--- config.mk ---
export PLATFORM = sky130hd
export DESIGN_NAME = lfsr_ctrl_axil_responder
export DESIGN_NICKNAME = d
export VERILOG_FILES = /design/src/rtl/lfsr_ctrl_axil_responder.sv
export SDC_FILE = /design/constraint.sdc
export NUM_CORES = 1
export LEC_CHECK = 0
export BUFFER_PORTS_ARGS = -buffer_cell sky130_fd_sc_hd__buf_4
export CORE_MARGIN = 10
export CORE_UTILIZATION = 49
export CTS_CLUSTER_SIZE = 20
export DETAILED_ROUTE_END_ITERATION = 8
export GPL_TIMING_DRIVEN = 0
export PLACE_DENSITY = 0.85
export SLEW_MARGIN = 20
export SYNTH_ARGS = -nofsm -noshare
export SYNTH_HDL_FRONTEND = slang
export SYNTH_SLANG_ARGS = --single-unit
export TNS_END_PERCENT = 20
--- constraint.sdc ---
create_clock -name aclk -period 4 [get_ports aclk]
set_input_delay 0.8 -clock aclk [delete_from_list [all_inputs] [get_ports aclk]]
set_output_delay 0.8 -clock aclk [all_outputs]
set_load 0.01 [all_outputs]
--- src/rtl/lfsr_ctrl_axil_responder.sv ---
// AXI-Lite control/status responder for the LFSR histogram generator.
// Optional LFSR_CTRL_SEED_GUARD_EN: reject SEED/TAPS writes while running.
module lfsr_ctrl_axil_responder #(
  parameter int AXIL_ADDR_WIDTH = 4,
  parameter int AXIL_DATA_WIDTH = 32,
  parameter int LFSR_WIDTH      = 8,
  parameter int CNT_WIDTH       = 16
) (
  input  logic                       aclk,
  input  logic                       areset,
  input  logic [AXIL_ADDR_WIDTH-1:0] s_axi_awaddr,
  input  logic                       s_axi_awvalid,
  output logic                       s_axi_awready,
  input  logic [AXIL_DATA_WIDTH-1:0] s_axi_wdata,
  input  logic                       s_axi_wvalid,
  output logic                       s_axi_wready,
  output logic [1:0]                 s_axi_bresp,
  output logic                       s_axi_bvalid,
  input  logic                       s_axi_bready,
  input  logic [AXIL_ADDR_WIDTH-1:0] s_axi_araddr,
  input  logic                       s_axi_arvalid,
  output logic                       s_axi_arready,
  output logic [AXIL_DATA_WIDTH-1:0] s_axi_rdata,
  output logic [1:0]                 s_axi_rresp,
  output logic                       s_axi_rvalid,
  input  logic                       s_axi_rready,
  output logic                       lfsr_start,
  output logic                       lfsr_stop,
  output logic [LFSR_WIDTH-1:0]      lfsr_seed,
  output logic [LFSR_WIDTH-1:0]      lfsr_taps,
  input  logic [CNT_WIDTH-1:0]       sample_cnt
);

  localparam logic [LFSR_WIDTH-1:0] SEED_RST = LFSR_WIDTH'(1);
  localparam logic [LFSR_WIDTH-1:0] TAPS_RST = LFSR_WIDTH'(8'h8E);

  logic                       r_aw_held;
  logic [1:0]                 r_aw_addr;
  logic                       r_w_held;
  logic [LFSR_WIDTH-1:0]      r_w_data;
  logic                       r_bvalid;
  logic [1:0]                 r_bresp;
  logic                       r_rvalid;
  logic [AXIL_DATA_WIDTH-1:0] r_rdata;
  logic                       r_running;
  logic                       r_start;
  logic                       r_stop;
  logic [LFSR_WIDTH-1:0]      r_seed;
  logic [LFSR_WIDTH-1:0]      r_taps;

  logic                       w_aw_hs;
  logic                       w_w_hs;
  logic                       w_ar_hs;
  logic                       w_commit;
  logic                       w_reject;
  logic [1:0]                 w_addr;
  logic [LFSR_WIDTH-1:0]      w_data;
  logic [AXIL_DATA_WIDTH-1:0] w_rd_data;
  logic                       w_unused;

  assign s_axi_awready = !areset && !r_aw_held && !r_bvalid;
  assign s_axi_wready  = !areset && !r_w_held && !r_bvalid;
  assign s_axi_arready = !areset && !r_rvalid;
  assign s_axi_bvalid  = r_bvalid;
  assign s_axi_bresp   = r_bresp;
  assign s_axi_rvalid  = r_rvalid;
  assign s_axi_rdata   = r_rdata;
  assign s_axi_rresp   = 2'b00;
  assign lfsr_start    = r_start;
  assign lfsr_stop     = r_stop;
  assign lfsr_seed     = r_seed;
  assign lfsr_taps     = r_taps;

  assign w_aw_hs  = s_axi_awvalid && s_axi_awready;
  assign w_w_hs   = s_axi_wvalid && s_axi_wready;
  assign w_ar_hs  = s_axi_arvalid && s_axi_arready;
  assign w_addr   = r_aw_held ? r_aw_addr : s_axi_awaddr[3:2];
  assign w_data   = r_w_held ? r_w_data : s_axi_wdata[LFSR_WIDTH-1:0];
  assign w_commit = (r_aw_held || w_aw_hs) && (r_w_held || w_w_hs)
                    && !r_bvalid;

`ifdef LFSR_CTRL_SEED_GUARD_EN
  assign w_reject = w_addr[1] && r_running;
`else
  assign w_reject = 1'b0;
`endif

  assign w_unused = &{1'b0, s_axi_awaddr[1:0], s_axi_araddr[1:0],
                      s_axi_wdata[AXIL_DATA_WIDTH-1:LFSR_WIDTH]};

  always_comb begin
    w_rd_data = '0;
    case (s_axi_araddr[3:2])
      2'd0:    w_rd_data[0]             = r_running;
      2'd1:    w_rd_data[CNT_WIDTH-1:0] = sample_cnt;
      2'd2:    w_rd_data[LFSR_WIDTH-1:0] = r_seed;
      default: w_rd_data[LFSR_WIDTH-1:0] = r_taps;
    endcase
  end

  always_ff @(posedge aclk) begin
    if (areset) begin
      r_aw_held <= 1'b0;
      r_aw_addr <= 2'd0;
      r_w_held  <= 1'b0;
      r_w_data  <= '0;
      r_bvalid  <= 1'b0;
      r_bresp   <= 2'b00;
      r_rvalid  <= 1'b0;
      r_rdata   <= '0;
      r_running <= 1'b0;
      r_start   <= 1'b0;
      r_stop    <= 1'b0;
      r_seed    <= SEED_RST;
      r_taps    <= TAPS_RST;
    end else begin
      r_start <= 1'b0;
      r_stop  <= 1'b0;
      if (w_aw_hs) begin
        r_aw_held <= 1'b1;
        r_aw_addr <= s_axi_awaddr[3:2];
      end
      if (w_w_hs) begin
        r_w_held <= 1'b1;
        r_w_data <= s_axi_wdata[LFSR_WIDTH-1:0];
      end
      // Holding regs stay set until B completes to block a second write.
      if (w_commit) begin
        r_bvalid <= 1'b1;
        r_bresp  <= w_reject ? 2'b10 : 2'b00;
        if (!w_reject) begin
          case (w_addr)
            2'd0: if (w_data[0] && !r_running) begin
              r_start   <= 1'b1;
              r_running <= 1'b1;
            end
            2'd1: if (w_data[0] && r_running) begin
              r_stop    <= 1'b1;
              r_running <= 1'b0;
            end
            2'd2: r_seed <= (w_data == '0) ? SEED_RST : w_data;
            default: r_taps <= w_data;
          endcase
        end
      end else if (r_bvalid && s_axi_bready) begin
        r_bvalid  <= 1'b0;
        r_aw_held <= 1'b0;
        r_w_held  <= 1'b0;
      end
      if (w_ar_hs) begin
        r_rvalid <= 1'b1;
        r_rdata  <= w_rd_data;
      end else if (r_rvalid && s_axi_rready) begin
        r_rvalid <= 1'b0;
      end
    end
  end

endmodule

==> impl_metrics.tcl, run 1 <==
set metrics [dict create \
    critical-path-top-delay-family "buffers and inverters" \
    clock_insertion_delay_worst_skew_ns 0.31 \
    dpl.cell_count 427 \
    place.detailed.hpwl_um 5250 \
    hold_path_startpoint "s_axi_rdata[12]$_SDFFE_PP0P_" \
    rows 25 \
    area_of_the_mapped_netlist_sq_um 2410 \
    drive_above_1_share_pct 36.7 \
    p_seq_share_pct 46.3 \
    post_synthesis_async_set_or_reset_flop_share_pct 0 \
    filler_cell_count 436 \
    layout_commonest_cell "sky130_fd_sc_hd__buf_4" \
    die_width_um 90.2 \
    initial_utilization_pct 50.7 \
    clk_root_buffer_cell "sky130_fd_sc_hd__clkbuf_8" \
    timing.slew.headroom_pct 63.6 \
    floorplan.die_area_sq_um 8130 \
    critical_path.slowest_cell "sky130_fd_sc_hd__nor3_1" \
    critical_path.reg2reg.startpoint "r_aw_held$_SDFF_PP0_" \
    grtUsageTotal_pct 16.4 \
    grt_start_max_net_pins 15 \
    multi_input_comb_area_sq_um 1240 \
    min_period_over_period_pct 57.2 \
    syn-mean-instance-area_sq_um 8.93 \
    routed-via-count 2236 \
    setup_failing_eps_final 0 \
    finalWorstPathRequiredPeriod_ns 2.29 \
    placement.io_buffers 71 \
    ys_warn_count 0 \
    synth.distinct_cells 42 \
    rr_endpoint "lfsr_taps[7]$_SDFFE_PP1P_" \
    max_cap_viol_count 0 \
    tritoncts_num_sinks 49 \
    cpPeakStageDelay_ns 0.34 \
    r2r_setup_slack_ns 2.40 \
    htree_levels 2 \
    avgViaCountPerCell 5.14 \
    clk_path_buf_depth 2 \
    internal_power_w 0.000825 \
    origin_of_the_worst_setup_path "areset" \
    leakage_power_figure_nw 1.38 \
    grt_pass1_vias 2269 \
    ys_seq_area_share_pct 40.7 \
    i_o_pin_count 122 \
    final_hold_viol_count 0 \
    grt_remaining_overflow 0 \
    grt_first_pass_wirelength_um 11200 \
    reg2reg_depth 5 \
    most-common-layout-cells "sky130_fd_sc_hd__buf_4 (92), sky130_fd_sc_hd__dfxtp_1 (49), sky130_fd_sc_hd__nand2_1 (31)" \
    drt-wirelength-per-cell_um 15.4 \
    drcViolationCount 0 \
    tightestPinTransition_ns 0.535 \
    worstPathArrival_ns 1.49 \
    drt-pass1-iter-count 4 \
    initialDrtViolationCount 142 \
    cts-buffers-inserted 5 \
    power.total_w 0.00113 \
    antenna_found_initial 0 \
    postSynthCellCount 270 \
    min_path_type "flip-flop to flip-flop" \
    setup-tns-final_ns 0 \
    detail-route-antenna-nets 0 \
    clock_skew_ns 0.00501 \
    layout-area-overhead-vs-synth_pct 33.4 \
    number_of_flops_mapped_to_enable_cells_by_yosys 0 \
    flop_and_latch_count_out_of_synthesis 49 \
    postCtsSetupRepairBufs 0 \
    cts_tree "done" \
    netSwitchingFraction_pct 27.0 \
    numnets_final 430 \
    antenna_cells 0 \
    worstSetupPathType "input port to primary output" \
    setup.worst_path.end_class "primary output" \
    worstHoldEndpoint "s_axi_rdata[12]$_SDFFE_PP0P_" \
    cts_repair_resize_count 0 \
    worst_setup_path_start_kind "input port" \
    critPathBufInv 2 \
    core_area_sq_um 4750 \
    clock_pin_slew_on_the_worst_setup_and_hold_paths_ns 0.09 \
    totalWireLength_um 6710 \
    powerDensity_nw_per_um2 352 \
    clock_power_share_pct 32.8 \
    finalNonFillerCells 435 \
    outcome "completed" \
    maxSlewViolCount 0 \
    rsz0062_at_grt "false" \
    seq_area_sq_um 981 \
    worst-path-max-fanout 7 \
    vdd_drop_max_mv 0.182 \
    total_switching_power_w 0.000306 \
    share_comb_of_total_power_pct 20.9 \
    worstPathCellList "buf_4 > nor3_1 > buf_4" \
    most_used_flip_flop_cell_after_synthesis "sky130_fd_sc_hd__dfxtp_1" \
    worstPathRequired_ns 3.20 \
    cp_common_cell "sky130_fd_sc_hd__buf_4" \
    die_y_um 90.2 \
    achievable-frequency_mhz 437 \
    holdBufCountCts 0 \
    gp_congestion 0.874 \
    hold_depth 2 \
]
worst max path at each step:
stage / to / slack, ns / cells after the start
6_report: s_axi_awready / 1.71 / 3
5_1_grt: s_axi_awready / 1.66 / 3
4_1_cts: s_axi_awready / 1.71 / 3
3_5_place_dp: s_axi_awready / 1.71 / 3
3_3_place_gp: s_axi_awready / 1.69 / 3
2_1_floorplan: s_axi_awready / 2.00 / 1
routing by layer:
layer  up-vias  global-route usage (%)  wire [um]
met4         0                    4.11         70
li1       1127                       -          -
met3         8                    4.57        373
met5         -                       0          0
met2        73                    28.5       3310
met1      1028                    19.3       2960
worst reg2reg max path, cell delays in order (launching register included):
cell	delay, ns
sky130_fd_sc_hd__dfxtp_1	0.34
sky130_fd_sc_hd__buf_6	0.15
sky130_fd_sc_hd__mux2_2	0.38
sky130_fd_sc_hd__buf_2	0.20
sky130_fd_sc_hd__a311oi_1	0.32
sky130_fd_sc_hd__a31oi_1	0.09
power by group through the flow:
stage	clock network, W	logic [W]	registers (W)
after floorplan	0	0.000144	0.000539
after global placement	0	0.000230	0.000534
after detailed placement	0	0.000234	0.000535
after CTS	0.000373	0.000236	0.000524
after global routing	0.000396	0.000261	0.000527
final	0.000371	0.000237	0.000524
per-stage QoR:
step	hold slack [ns]	setup slack, ns	cell area (sq um)	util, %
floorplan	0.434	2.00	2480	-
detailed placement	0.450	1.71	3100	65.2
global route	0.484	1.66	3220	67.7
CTS	0.462	1.71	3220	67.7
global placement	0.439	1.69	3100	65.2
finish	0.461	1.71	3220	67.7
layout make-up:
type                    count  area share, %
flip-flops and latches     49           30.5
clock buffers               7           2.68
clock inverters             1          0.933
plain buffers              39           7.78
well taps                  67           2.61
multi-input cells         199           38.7
repair buffers             71           16.6
inverters                   2          0.233
synth_stat cells, types with 2 or more instances:
cell	instances	area share, %
sky130_fd_sc_hd__a211oi_1	6	1.9
sky130_fd_sc_hd__a31oi_1	11	2.9
sky130_fd_sc_hd__inv_1	2	0.31
sky130_fd_sc_hd__buf_4	21	6.5
sky130_fd_sc_hd__clkbuf_1	8	1.2
sky130_fd_sc_hd__mux2i_1	9	3.7
sky130_fd_sc_hd__mux2_2	11	5.1
sky130_fd_sc_hd__nand3_1	10	2.1
sky130_fd_sc_hd__dfxtp_1	49	41
sky130_fd_sc_hd__a21oi_1	23	4.8
sky130_fd_sc_hd__nor2_1	8	1.2
sky130_fd_sc_hd__and2_1	2	0.52
sky130_fd_sc_hd__nand3b_1	7	2.2
sky130_fd_sc_hd__nand2b_1	6	1.6
sky130_fd_sc_hd__buf_6	2	0.93
sky130_fd_sc_hd__nand2_1	31	4.8
sky130_fd_sc_hd__nor4_1	7	1.8
sky130_fd_sc_hd__nor3_1	8	1.7
sky130_fd_sc_hd__a22oi_1	7	2.2
sky130_fd_sc_hd__a311oi_1	2	0.73
sky130_fd_sc_hd__nand3_2	2	0.83
sky130_fd_sc_hd__or2_2	2	0.52
sky130_fd_sc_hd__o21ai_1	2	0.41
sky130_fd_sc_hd__o21ai_0	9	1.9
sky130_fd_sc_hd__buf_2	8	1.7
cells by family (layout without fill, tap and decap cells):
logic type             count (synthesis)  after routing  share of synthesized area (%)
AND/OR/NAND/NOR                       91             91                           20.0
AO/OA/AOI/OAI                         63             63                           16.1
flip-flops                            49             49                           40.7
buffers and inverters                 41            120                           10.7
multiplexers                          25             25                           12.4
other                                  1             20                          0.155
registers in the layout (all words and copies together) (netlist names):
| name | count |
|---|---|
| r_running | 1 |
| lfsr_seed | 8 |
| r_w_data | 8 |
| s_axi_bvalid | 1 |
| s_axi_rdata | 16 |
| r_aw_addr | 2 |
| lfsr_stop | 1 |
| r_aw_held | 1 |
| lfsr_taps | 8 |
| lfsr_start | 1 |
| s_axi_rvalid | 1 |
| r_w_held | 1 |
(Power assumes the default switching activity.)
==> run 2: changes to the inputs <==
- ABC_AREA: not set -> 1
- CORE_UTILIZATION: 49 -> 41
- PLACE_DENSITY: 0.85 -> 0.76
- clock period: 4 -> 1.9 ns (I/O delays scaled with it)
==> run 2 against run 1 <==
  * Clock-buffer cell count shrank 2
  * First-iteration DRC count shrank 42%
  * Global-route usage shrank 2.0 points
  * Synthesized cell count grew 29%
  * Die area grew 15%
  * Sequential share of layout area shrank 0.24 points
  * Via count grew 7.9%
  * Critical path depth grew 1
  * Hold slack lost 0.18 ns
  * Setup slack lost 1.4 ns
  * Critical path type is now flip-flop to primary output
  * Largest power group unchanged
  * Highest routed layer unchanged
==> impl_metrics.tcl, run 2 <==
set metrics [dict create \
    initial_utilization_pct 43.1 \
    numnets_final 510 \
    multi_input_comb_area_sq_um 1120 \
    clock_skew_ns 0.00928 \
    holdBufCountCts 0 \
    clock_insertion_delay_worst_skew_ns 0.31 \
    hold_depth 2 \
    power.total_w 0.00255 \
    busiest_layer "met2" \
    drt-pass1-iter-count 5 \
    floorplan.die_area_sq_um 9360 \
    antenna_found_initial 0 \
    routed-via-count 2413 \
    filler_cell_count 548 \
    post_synthesis_async_set_or_reset_flop_share_pct 0 \
    vdd_drop_max_mv 0.470 \
    placement.io_buffers 73 \
    use_met1_pct 17.6 \
    area_of_the_mapped_netlist_sq_um 2420 \
    initialDrtViolationCount 82 \
    setup-tns-final_ns 0 \
    i_o_pin_count 122 \
    yosys.cell_count.top_type "sky130_fd_sc_hd__nand2_1" \
    finalCoreUtilization_pct 57.8 \
    yosys-top-cells-count "sky130_fd_sc_hd__nand2_1 (86), sky130_fd_sc_hd__dfxtp_1 (49), sky130_fd_sc_hd__inv_1 (42)" \
    post_synth_main_area_contributors "sky130_fd_sc_hd__dfxtp_1 (41%), sky130_fd_sc_hd__nand2_1 (13%), sky130_fd_sc_hd__a21oi_1 (7.7%)" \
    stdcell_area_sq_um 3240 \
    final_hold_viol_count 0 \
    ys_warn_count 0 \
    timing.slew.headroom_pct 63.1 \
    achievable-frequency_mhz 614 \
    worstSetupPathType "flip-flop to primary output" \
    antenna_cells 0 \
    grt_util_met3_pct 4.33 \
    place.detailed.hpwl_um 5650 \
    r2r_setup_slack_ns 0.36 \
    worst_setup_path_start_kind "flip-flop" \
    htree_levels 2 \
    clock_pin_slew_on_the_worst_setup_and_hold_paths_ns 0.10 \
    most_used_flip_flop_cell_after_synthesis "sky130_fd_sc_hd__dfxtp_1" \
    drcViolationCount 0 \
    worstPathRequired_ns 1.52 \
    grt_start_max_net_pins 18 \
    finalWorstPathRequiredPeriod_ns 1.63 \
    detail-route-antenna-nets 0 \
    postCtsSetupRepairBufs 0 \
    leakage_power_figure_nw 1.60 \
    layout_commonest_cell "sky130_fd_sc_hd__buf_4" \
    worstPathArrival_ns 1.25 \
    flop_and_latch_count_out_of_synthesis 49 \
    die_y_um 96.8 \
    yosys.area.top_type "sky130_fd_sc_hd__dfxtp_1" \
    detailed_place.area_sq_um 3130 \
    postSynthCellCount 348 \
    reg2reg_depth 8 \
    most-common-layout-cells "sky130_fd_sc_hd__buf_4 (94), sky130_fd_sc_hd__nand2_1 (86), sky130_fd_sc_hd__dfxtp_1 (49)" \
    grt_pass1_vias 2347 \
    worst-path-max-fanout 5 \
    synth.distinct_cells 24 \
    core_area_sq_um 5610 \
    grtUsageTotal_pct 14.3 \
    tritoncts_num_sinks 49 \
    met2_capacity_usage_during_global_routing_pct 23.6 \
    cts-buffers-inserted 5 \
    number_of_flops_mapped_to_enable_cells_by_yosys 0 \
    rsz0062_at_grt "false" \
    drive_above_1_share_pct 27.0 \
    die_width_um 96.8 \
    maxSlewViolCount 0 \
    totalWireLength_um 6930 \
    gp_congestion 0.832 \
    min_period_over_period_pct 85.7 \
    clk_root_buffer_cell "sky130_fd_sc_hd__clkbuf_8" \
    tightestPinTransition_ns 0.552 \
    ys_seq_area_share_pct 40.6 \
    powerDensity_nw_per_um2 785 \
    setup.worst_path.end_class "primary output" \
    grt_first_pass_wirelength_um 11600 \
    drt-wirelength-per-cell_um 13.3 \
    clk_path_buf_depth 2 \
    cts_tree "done" \
    avgViaCountPerCell 4.64 \
    cts_repair_resize_count 0 \
    max_cap_viol_count 0 \
    layout-area-overhead-vs-synth_pct 34.2 \
    seq_area_sq_um 981 \
    largest_register_ff_count 16 \
    setup_failing_eps_final 0 \
    syn-mean-instance-area_sq_um 6.94 \
    outcome "completed" \
    synth_top_cell_area_share_pct 40.6 \
    grt_remaining_overflow 0 \
    min_path_type "input port to flip-flop" \
    rows 27 \
]
run 2: changes by cell type after synthesis, moves of 6 or more:
cell                       before  now
sky130_fd_sc_hd__nor2_1         8   29
sky130_fd_sc_hd__nand3_1       10   25
sky130_fd_sc_hd__inv_1          2   42
sky130_fd_sc_hd__a22oi_1        7    1
sky130_fd_sc_hd__mux2i_1        9    0
sky130_fd_sc_hd__nand2b_1       6    0
sky130_fd_sc_hd__nor3_1         8    0
sky130_fd_sc_hd__nand2_1       31   86
sky130_fd_sc_hd__o21ai_0        9   19
sky130_fd_sc_hd__a211oi_1       6    0
sky130_fd_sc_hd__nor4_1         7    0
sky130_fd_sc_hd__a21oi_1       23   37
sky130_fd_sc_hd__buf_2          8    2
sky130_fd_sc_hd__mux2_2        11    0
run 2: critical path, stage by stage, from the launching register on:
cell and delay, ns:
sky130_fd_sc_hd__dfxtp_1 0.39, sky130_fd_sc_hd__nor2_4 0.20, sky130_fd_sc_hd__inv_1 0.08, sky130_fd_sc_hd__nor2_1 0.12, sky130_fd_sc_hd__buf_4 0.14
run 2: cell type report:
| class | count | area share, % |
|---|---|---|
| Sequential cell | 49 | 30.3 |
| Clock inverter | 3 | 1.47 |
| Inverter | 47 | 5.44 |
| Clock buffer | 5 | 2.12 |
| Tap cell | 72 | 2.78 |
| Multi-Input combinational cell | 240 | 34.7 |
| Timing Repair Buffer | 73 | 16.9 |
| Buffer | 31 | 6.33 |
run 2: cell families (layout without fill, tap and decap cells):
family,Yosys count,in the layout,share of synthesized area [%]
AO/OA/AOI/OAI,64,64,13.7
buffers and inverters,78,159,15.8
flip-flops,49,49,40.6
other,1,20,0.155
AND/OR/NAND/NOR,156,156,29.7
run 2: metal layers:
layer	up-vias	share of wire [%]
met5	-	0
met4	0	0.88
met3	6	6.7
met2	94	47
met1	1054	46
li1	1259	-
run 2: final timing paths:
path | start | end
setup / recovery | s_axi_bvalid$_SDFFE_PP0P_ | s_axi_awready
hold / removal | s_axi_rready | s_axi_rvalid$_SDFFE_PP0P_
setup reg to reg | r_aw_held$_SDFF_PP0_ | lfsr_seed[0]$_SDFFE_PP1P_
hold reg to reg | r_w_data[4]$_SDFFE_PP0P_ | r_w_data[4]$_SDFFE_PP0P_
run 2: through the flow:
| step | hold WS (ns) | worst slack (ns) | std cells |
|---|---|---|---|
| global placement | 0.439 | 0.269 | 512 |
| finish | 0.276 | 0.272 | 520 |
| detailed placement | 0.445 | 0.239 | 512 |
| CTS | 0.274 | 0.249 | 520 |
| floorplan | 0.429 | 0.537 | 367 |
| global route | 0.275 | 0.147 | 520 |
run 2: where the power goes:
| part | internal, W | switching [W] | total, W |
|---|---|---|---|
| Sequential | 0.00110 | 0.0000438 | 0.00114 |
| Combinational | 0.000257 | 0.000364 | 0.000621 |
| Clock | 0.000402 | 0.000384 | 0.000786 |
| Total | 0.00175 | 0.000792 | 0.00255 |
==> run 3: changes to the inputs <==
- REMOVE_ABC_BUFFERS: not set -> 1
==> run 3 against run 2 <==
  * Flip-flop and latch count unchanged
  * Sequential share of layout area rose by 2.0 points
  * Total power down 2.4%
  * Hold slack worse by 0.0049 ns
  * Clock power about the same
==> impl_metrics.tcl, run 3 (synthesized netlist as in run 2, its figures left out) <==
set metrics [dict create \
    antenna_found_initial 0 \
    drive_above_1_share_pct 23.3 \
    clock_skew_ns 0.00937 \
    seq_area_sq_um 981 \
    clock_insertion_delay_worst_skew_ns 0.31 \
    hold_path_startpoint "s_axi_rready" \
    power.total_w 0.00249 \
    setup_failing_eps_final 0 \
    rsz0062_at_grt "false" \
    stdcell_area_sq_um 3040 \
    worstPathCellList "buf_4 > clkinv_1 > a21oi_1 > a31oi_1" \
    largest_register_ff_count 16 \
    numnets_final 479 \
    worst-path-max-fanout 35 \
    achievable-frequency_mhz 602 \
    outcome "completed" \
    tightestPinTransition_ns 0.944 \
    critical_path.slowest_cell "sky130_fd_sc_hd__clkinv_1" \
    clk_root_buffer_cell "sky130_fd_sc_hd__clkbuf_8" \
    cts-buffers-inserted 5 \
    core_area_sq_um 5610 \
    detail-route-antenna-nets 0 \
    finalWorstPathRequiredPeriod_ns 1.66 \
    p_seq_share_pct 46.3 \
    worstHoldEndpoint "s_axi_rvalid$_SDFFE_PP0P_" \
    avgViaCountPerCell 4.61 \
    detailed_place.area_sq_um 2920 \
    rows 27 \
    placement.io_buffers 73 \
    totalWireLength_um 6370 \
    r2r_setup_slack_ns 0.28 \
    postCtsSetupRepairBufs 0 \
    clock_pin_slew_on_the_worst_setup_and_hold_paths_ns 0.09 \
    critical-path-top-delay-family "buffers and inverters" \
    gp_congestion 0.767 \
    maxSlewViolCount 0 \
    setup-tns-final_ns 0 \
    most-common-layout-cells "sky130_fd_sc_hd__nand2_1 (86), sky130_fd_sc_hd__buf_4 (73), sky130_fd_sc_hd__dfxtp_1 (49)" \
    holdBufCountCts 0 \
    grt_first_pass_wirelength_um 10500 \
    total_switching_power_w 0.000745 \
    drt-wirelength-per-cell_um 13.0 \
    clk_path_buf_depth 2 \
    reg2reg_depth 8 \
    antenna_cells 0 \
    netSwitchingFraction_pct 30.0 \
    filler_cell_count 546 \
    worst_hold_slack_ns 0.272 \
    grtUsageTotal_pct 12.9 \
    tritoncts_num_sinks 49 \
    place.detailed.hpwl_um 4920 \
    worstPathArrival_ns 1.85 \
    initialDrtViolationCount 113 \
    final_hold_viol_count 0 \
    share_comb_of_total_power_pct 22.2 \
    vdd_drop_max_mv 0.361 \
    drcViolationCount 0 \
    die_width_um 96.8 \
    die_y_um 96.8 \
    max_cap_viol_count 0 \
    initial_utilization_pct 43.1 \
    finalCoreUtilization_pct 54.2 \
    i_o_pin_count 122 \
    layout-area-overhead-vs-synth_pct 25.8 \
    floorplan.die_area_sq_um 9360 \
    min_period_over_period_pct 87.5 \
    worst_setup_path_start_kind "input port" \
    worstSetupPathType "input port to flip-flop" \
    drt-pass1-iter-count 4 \
    min_path_type "input port to flip-flop" \
    grt_remaining_overflow 0 \
    worstPathRequired_ns 2.09 \
    hold_depth 2 \
    critical_path.reg2reg.startpoint "r_w_held$_SDFF_PP0_" \
    grt_pass1_vias 2138 \
    cts_repair_resize_count 0 \
    layout_commonest_cell "sky130_fd_sc_hd__nand2_1" \
    grt_start_max_net_pins 36 \
    routed-via-count 2254 \
    setup.worst_path.end_class "flip-flop" \
    internal_power_w 0.00174 \
    clock_power_share_pct 31.6 \
    powerDensity_nw_per_um2 817 \
    cpPeakStageDelay_ns 0.77 \
    cts_tree "done" \
    timing.slew.headroom_pct 36.7 \
    multi_input_comb_area_sq_um 1120 \
    leakage_power_figure_nw 1.46 \
    htree_levels 2 \
    critPathBufInv 2 \
    rr_endpoint "lfsr_seed[6]$_SDFFE_PP0P_" \
]
run 3: changes by cell type in the layout (fill, tap and decap cells not counted), sizes merged:
| cell | delta |
|---|---|
| clkbuf | -5 |
| inv | -2 |
| buf | -25 |
| clkinvlp | +1 |
run 3: final cells by class:
type	instances	share of cell area, %
Clock buffer	6	2.72
Clock inverter	2	1.23
Inverter	47	5.80
Multi-Input combinational cell	240	37.0
Sequential cell	49	32.3
Tap cell	72	2.96
Timing Repair Buffer	73	18.0
run 3: routing by layer:
layer  track usage [%]  wire [um]
met3              4.54        494
met5                 0          0
met4              3.72         72
met2              20.2       2730
met1              16.3       3070
run 3: power by group through the flow:
| stage | Clock (W) | Sequential [W] | Combinational, W |
|---|---|---|---|
| floorplan | 0 | 0.00118 | 0.000318 |
| global placement | 0 | 0.00117 | 0.000537 |
| detailed placement | 0 | 0.00117 | 0.000551 |
| CTS | 0.000793 | 0.00115 | 0.000553 |
| global route | 0.000835 | 0.00116 | 0.000625 |
| finish | 0.000785 | 0.00115 | 0.000551 |
run 3: worst max-delay path by stage:
stage / from / to / slack [ns] / cells after the start
after CTS: s_axi_bvalid$_SDFFE_PP0P_ / s_axi_awready / 0.25 / 4
after global placement: areset / s_axi_rdata[3]$_SDFFE_PP0P_ / -0.04 / 4
after global routing: r_w_held$_SDFF_PP0_ / lfsr_taps[4]$_SDFFE_PP0P_ / 0.03 / 8
after floorplan: areset / s_axi_rdata[0]$_SDFFE_PP0P_ / 0.48 / 5
final: areset / s_axi_rdata[1]$_SDFFE_PP0P_ / 0.24 / 4
after detailed placement: areset / s_axi_rdata[1]$_SDFFE_PP0P_ / -0.1 / 4
run 3: metrics by stage:
stage	cells	worst slack [ns]
5_1_grt	489	0.0264
3_3_place_gp	481	-0.0373
2_1_floorplan	336	0.478
4_1_cts	489	0.247
3_5_place_dp	481	-0.0989
6_report	489	0.238
